$ cat config.mk
export PLATFORM = sky130hd
export DESIGN_NAME = fifo_wr_arbiter
export DESIGN_NICKNAME = d
export VERILOG_FILES = /design/src/rtl/fifo_arb_pkg.sv /design/src/rtl/rr_pick.sv /design/src/rtl/fifo_wr_arbiter.sv
export SDC_FILE = /design/constraint.sdc
export NUM_CORES = 1
export LEC_CHECK = 0
export ABC_AREA = 1
export CAP_MARGIN = 15
export CELL_PAD_IN_SITES_DETAIL_PLACEMENT = 2
export CELL_PAD_IN_SITES_GLOBAL_PLACEMENT = 2
export CORE_MARGIN = 1
export CORE_UTILIZATION = 21
export CTS_CLUSTER_DIAMETER = 100
export CTS_CLUSTER_SIZE = 8
export DETAILED_ROUTE_END_ITERATION = 8
export PLACE_DENSITY_LB_ADDON = 0.25
export SYNTH_ARGS = -nofsm -noshare
export SYNTH_HDL_FRONTEND = slang
export SYNTH_HIERARCHICAL = 1
export SYNTH_SLANG_ARGS = --single-unit
$ cat constraint.sdc
create_clock -name clk -period 3.05 [get_ports clk]
set_input_delay 0.61 -clock clk [delete_from_list [all_inputs] [get_ports clk]]
set_output_delay 0.61 -clock clk [all_outputs]
set_load 0.05 [all_outputs]
$ cat src/rtl/fifo_arb_pkg.sv
`default_nettype none
// ============================================================================
// Module      : fifo_arb_pkg
// Description : Shared types and default sizing for the FIFO write arbiter.
// Revision    : 1.0 - initial release
// ============================================================================
package fifo_arb_pkg;

    typedef enum logic [0:0] {
        IDLE  = 1'b0,
        BURST = 1'b1
    } arb_state_t;

    localparam int C_N_REQ_DEF     = 4;
    localparam int C_DATA_W_DEF    = 8;
    localparam int C_BURST_LEN_DEF = 4;

endpackage
`default_nettype wire

$ cat src/rtl/rr_pick.sv
`default_nettype none
// ============================================================================
// Module      : rr_pick
// Description : Combinational round-robin picker; first valid after last_idx.
// Revision    : 1.0 - initial release
// ============================================================================
module rr_pick
    import fifo_arb_pkg::*;
#(
    parameter int N_REQ = C_N_REQ_DEF
) (
    input  logic [N_REQ-1:0]         req_valid,
    input  logic [$clog2(N_REQ)-1:0] last_idx,
    output logic                     any,
    output logic [$clog2(N_REQ)-1:0] idx
);

    localparam int c_IDX_W = $clog2(N_REQ);

    logic [c_IDX_W-1:0] w_cand;

    // Walk offsets from farthest to nearest so the nearest valid wins.
    always_comb begin
        any    = |req_valid;
        idx    = '0;
        w_cand = '0;
        for (int i = N_REQ; i >= 1; i--) begin
            w_cand = c_IDX_W'((int'(last_idx) + i) % N_REQ);
            if (req_valid[w_cand]) begin
                idx = w_cand;
            end
        end
    end

endmodule
`default_nettype wire

$ cat src/rtl/fifo_wr_arbiter.sv
`default_nettype none
// ============================================================================
// Module      : fifo_wr_arbiter
// Description : Round-robin burst arbiter sharing one FIFO write port.
// Revision    : 1.0 - initial release
// ============================================================================
module fifo_wr_arbiter
    import fifo_arb_pkg::*;
#(
    parameter int N_REQ     = C_N_REQ_DEF,
    parameter int DATA_W    = C_DATA_W_DEF,
    parameter int BURST_LEN = C_BURST_LEN_DEF
) (
    input  logic                      clk,
    input  logic                      rst,
    input  logic [N_REQ-1:0]          req_valid,
    input  logic [N_REQ*DATA_W-1:0]   req_data,
    output logic [N_REQ-1:0]          req_ready,
    output logic [DATA_W-1:0]         fifo_din,
    output logic                      fifo_wr_en,
    input  logic                      fifo_full,
    output logic [$clog2(N_REQ)-1:0]  grant_idx,
    output logic                      busy
);

    localparam int c_IDX_W = $clog2(N_REQ);
    localparam int c_CNT_W = $clog2(BURST_LEN);
    localparam logic [c_CNT_W-1:0] c_LAST_BEAT = c_CNT_W'(BURST_LEN - 1);
    localparam logic [c_IDX_W-1:0] c_LAST_INIT = c_IDX_W'(N_REQ - 1);

    arb_state_t         r_state, w_state_nxt;
    logic [c_IDX_W-1:0] r_grant_idx, w_grant_nxt;
    logic [c_IDX_W-1:0] r_last_idx, w_last_nxt;
    logic [c_CNT_W-1:0] r_beat_cnt, w_cnt_nxt;

    logic               w_any;
    logic [c_IDX_W-1:0] w_pick_idx;
    logic               w_valid_g;
    logic               w_beat;

    rr_pick #(
        .N_REQ (N_REQ)
    ) u_rr_pick (
        .req_valid (req_valid),
        .last_idx  (r_last_idx),
        .any       (w_any),
        .idx       (w_pick_idx)
    );

    assign w_valid_g = req_valid[r_grant_idx];
    assign w_beat    = (r_state == BURST) && w_valid_g && !fifo_full;

    always_ff @(posedge clk or negedge rst) begin
        if (!rst) begin
            r_state     <= IDLE;
            r_grant_idx <= '0;
            r_last_idx  <= c_LAST_INIT;
            r_beat_cnt  <= '0;
        end else begin
            r_state     <= w_state_nxt;
            r_grant_idx <= w_grant_nxt;
            r_last_idx  <= w_last_nxt;
            r_beat_cnt  <= w_cnt_nxt;
        end
    end

    always_comb begin
        w_state_nxt = r_state;
        w_grant_nxt = r_grant_idx;
        w_last_nxt  = r_last_idx;
        w_cnt_nxt   = r_beat_cnt;
        case (r_state)
            IDLE: begin
                if (w_any) begin
                    w_state_nxt = BURST;
                    w_grant_nxt = w_pick_idx;
                    w_cnt_nxt   = '0;
                end
            end
            BURST: begin
                // Early release: producer went quiet, hand the port back.
                if (!w_valid_g) begin
                    w_state_nxt = IDLE;
                    w_last_nxt  = r_grant_idx;
                end else if (w_beat) begin
                    if (r_beat_cnt == c_LAST_BEAT) begin
                        w_state_nxt = IDLE;
                        w_last_nxt  = r_grant_idx;
                    end else begin
                        w_cnt_nxt = r_beat_cnt + 1'b1;
                    end
                end
            end
            default: w_state_nxt = IDLE;
        endcase
    end

    always_comb begin
        req_ready  = '0;
        fifo_din   = '0;
        fifo_wr_en = 1'b0;
        busy       = (r_state == BURST);
        grant_idx  = r_grant_idx;
        if (r_state == BURST) begin
            req_ready[r_grant_idx] = !fifo_full;
            fifo_din               = req_data[int'(r_grant_idx) * DATA_W +: DATA_W];
            fifo_wr_en             = w_beat;
        end
    end

endmodule
`default_nettype wire

==> key figures <==
Critical path
  – WP buf/inv: 3
  – Crit-path cells: clkdlybuf4s50_1 -> nor2_2 -> inv_1 -> nor3_1 -> buf_12
  – Crit path DAT: between 1.5 and 2 ns
  – Launch point of the worst reg-to-reg path: r_last_idx[0]
  – Critical Path Source Type: primary input
  – CP Class: in -> out
  – Worst setup EP type: output port
  – Max stage delay cell, worst path: clkdlybuf4s50_1
  – Crit-path max FO: 5
  – Highest cell delay on the worst timing path: between 0.4 and 0.5 ns
  – Largest delay share family, worst path: buffers and inverters
  – Data required time at the worst endpoint: 2.44 ns
  – Register-to-Register Path Depth: 11
  – Capture point of the worst reg-to-reg path: grant_idx[0]
  – Register-to-Register Setup Slack: about 1.5 ns

Final layout
  – Total Nets Final: between 200 and 250
  – Proportion of layout cells with a drive suffix above 1: 24.3%
  – Utilization after layout: a little over a third
  – Antenna diode count: 0
  – Area growth from synthesis to final layout: 58.7%
  – Count of non-filler cells in the finished layout: about 270
  – # fillers: approximately 550

Synth
  – Distinct cell type count after synthesis: 26
  – Top post-synthesis cells by area: nand3_1 (19%), dfrtp_1 (12%), nand2_1 (11%)
  – Instance count of the mapped netlist: around 150
  – List of most frequent post-synthesis cells: nand3_1 (40), nand2_1 (30), inv_1 (13)
  – Seq/Total Area, Yosys: ~17%
  – Top FF cell, synth: dfrtp_1
  – Post-synth ARST share: 100%
  – Cell Area, Synth: a little over 1000 um2
  – Number of enable-type register cells in the synthesized netlist: 0
  – Syn Nets: roughly 190
  – Fraction of post-synthesis cell area in the top cell type by area: between 15 and 20%
  – Yosys warns: 6
  – Dominant cell type by area after synthesis: nand3_1
  – Flip-flop and latch count after synthesis: 7
  – Average footprint of a synthesized cell: ~6.8 um2
  – Most used standard cell by instance count after synthesis: nand3_1

Timing
  – Slew margin rel.: 66.3%
  – Total negative setup slack: 0 ns
  – Hold Fails Final Rpt: 0
  – Endpoints failing setup: 0
  – Final period demand of the worst path: 2.52 ns
  – Slew @ Worst Pin: slightly above 0.5 ns
  – Pins over their slew limit: 0
  – Skew final: between 0.0002 and 0.0003 ns
  – Period utilisation layout: a little over 80%
  – Setup repair after global routing missed its margin: no
  – Fmax achieved: 396 MHz
  – Smallest hold slack: approximately 0.51 ns

Floorplan
  – Die Footprint: 5200 um2
  – Initial Utilization: a little over a fifth
  – Number of top-level pins: 55
  – Floorplan die width: between 70 and 80 um
  – Die boundary height: 72.1 um
  – Placeable core region: about 4700 um2
  – FP Rows: 25

Power
  – VDD IR-drop max: roughly 420 uV
  – Leakage power of the design: 0.693 nW
  – Power density cells: between 1000 and 1500 nW/um2

Clock tree
  – Clock transition at the register clock pins on the worst setup and hold paths after CTS: 0.04 ns
  – TritonCTS clock tree: done
  – Number of H-tree levels: 1
  – Total CTS buffers: 3
  – Root Driver: clkbuf_8
  – Latest clock arrival within the worst-skew pair: around 0.23 ns
  – Post-cts hold buffer count: 0
  – Number of clock sinks: 7
  – Maximum root-to-sink buffer count: 2
  – Post-CTS Resized: 0
  – Number of buffers added for setup after CTS: 0

Detailed routing
  – Total detailed-routing wirelength: 4.04 mm
  – Number of nets with antenna violations after routing: 0
  – First-pass iteration count of the detailed router: 4
  – Detailed-route wire length per cell: around 15 um
  – Via count of the routed design: about 1300
  – Post-route DRC: 0
  – Average vias per placed instance: 4.81
  – Count of routing violations after the opening detailed-route iteration: 29

Min path
  – Start point of the worst hold path: r_last_idx[1]
  – Hold Crit Depth: 2
  – Type of the worst min-delay path: reg -> reg
  – Hold EP: r_last_idx[1]

Placed design
  – Post-detail-place hpwl: between 3 and 4 mm
  – Cells after DPL: 265
  – IO buf count: 54
  – Placer Congestion: ~0.78

Global route
  – Largest net degree at the start of global routing: 22
  – Overflow left after global routing: 0
  – Wire length of the first global-routing pass: roughly 6.5 mm
  – Total Routing Usage GR: 15.8%
  – Number of global-route vias before repair: ~1300
  – Antenna violations before repair: 0

Run status
  – Result of the run: complete, no violations

Flow run
  – Number of maximum-capacitance constraint violations: 0
-- metal layers --
metal	global-route usage (%)	up-vias	wire length, um
li1	-	622	-
met3	2.08	3	124
met5	0	-	0
met1	19.4	638	1760
met4	1.96	0	19
met2	30.0	30	2130
-- report_power, final --
group / internal (mW) / switching, mW
Clock: 0.0907 / 0.0437
Sequential: 0.149 / 0.0794
Combinational: 0.488 / 0.972
Total: 0.727 / 1.09
-- worst min-delay path, cell delays in order (launching register included) --
cell	delay, ns
dfstp_2	0.38
nand2_1	0.07
nand2_1	0.05
-- worst max-delay path by stage --
stage / start / endpoint / cells past startpoint
global route: fifo_full / req_ready[3] / 5
finish: fifo_full / req_ready[2] / 5
floorplan: grant_idx[1] / req_ready[2] / 4
global placement: fifo_full / req_ready[3] / 5
detailed placement: fifo_full / req_ready[1] / 5
CTS: fifo_full / req_ready[3] / 5
-- registers in the layout (all words and copies together) (netlist names) --
name        flops
grant_idx       2
r_beat_cnt      2
r_last_idx      2
busy            1
-- placed cells by master, fill, tap and decap left out, types with 4 or more instances in the layout --
master / n
dfrtp_1: 5
nand2_4: 4
nand3_1: 40
buf_4: 11
buf_12: 5
a41oi_1: 5
nand2_1: 30
nor3_1: 4
nor2_1: 4
clkdlybuf4s50_1: 41
nand2_2: 10
inv_1: 13
-- area by class of cell --
class / instances / area, um2 / area share [%]
clock buffers: 4 / 45.0 / 2.75
multi-input cells: 117 / 669 / 40.9
flip-flops and latches: 7 / 178 / 10.8
well taps: 67 / 83.8 / 5.12
repair buffers: 57 / 593 / 36.2
inverters: 17 / 68.8 / 4.20
-- through the flow --
step                power (mW)  area [um2]  setup slack [ns]
floorplan                 1.36        1030             0.250
global placement          1.67        1590             0.581
detailed placement        1.71        1590             0.538
CTS                       1.86        1640             0.518
global route              1.97        1640             0.429
finish                    1.82        1640             0.527
-- logic make-up (layout without fill, tap and decap cells) --
logic type | Yosys count | count (layout) | synth area share (%)
AND/OR/NAND/NOR | 99 | 99 | 48.8
buffers and inverters | 27 | 78 | 17.9
AO/OA/AOI/OAI | 17 | 17 | 14.8
flip-flops | 7 | 7 | 17.2
adder cells (fa/ha/maj) | 1 | 1 | 1.21
No activity file was read; power rests on OpenSTA's default activity.
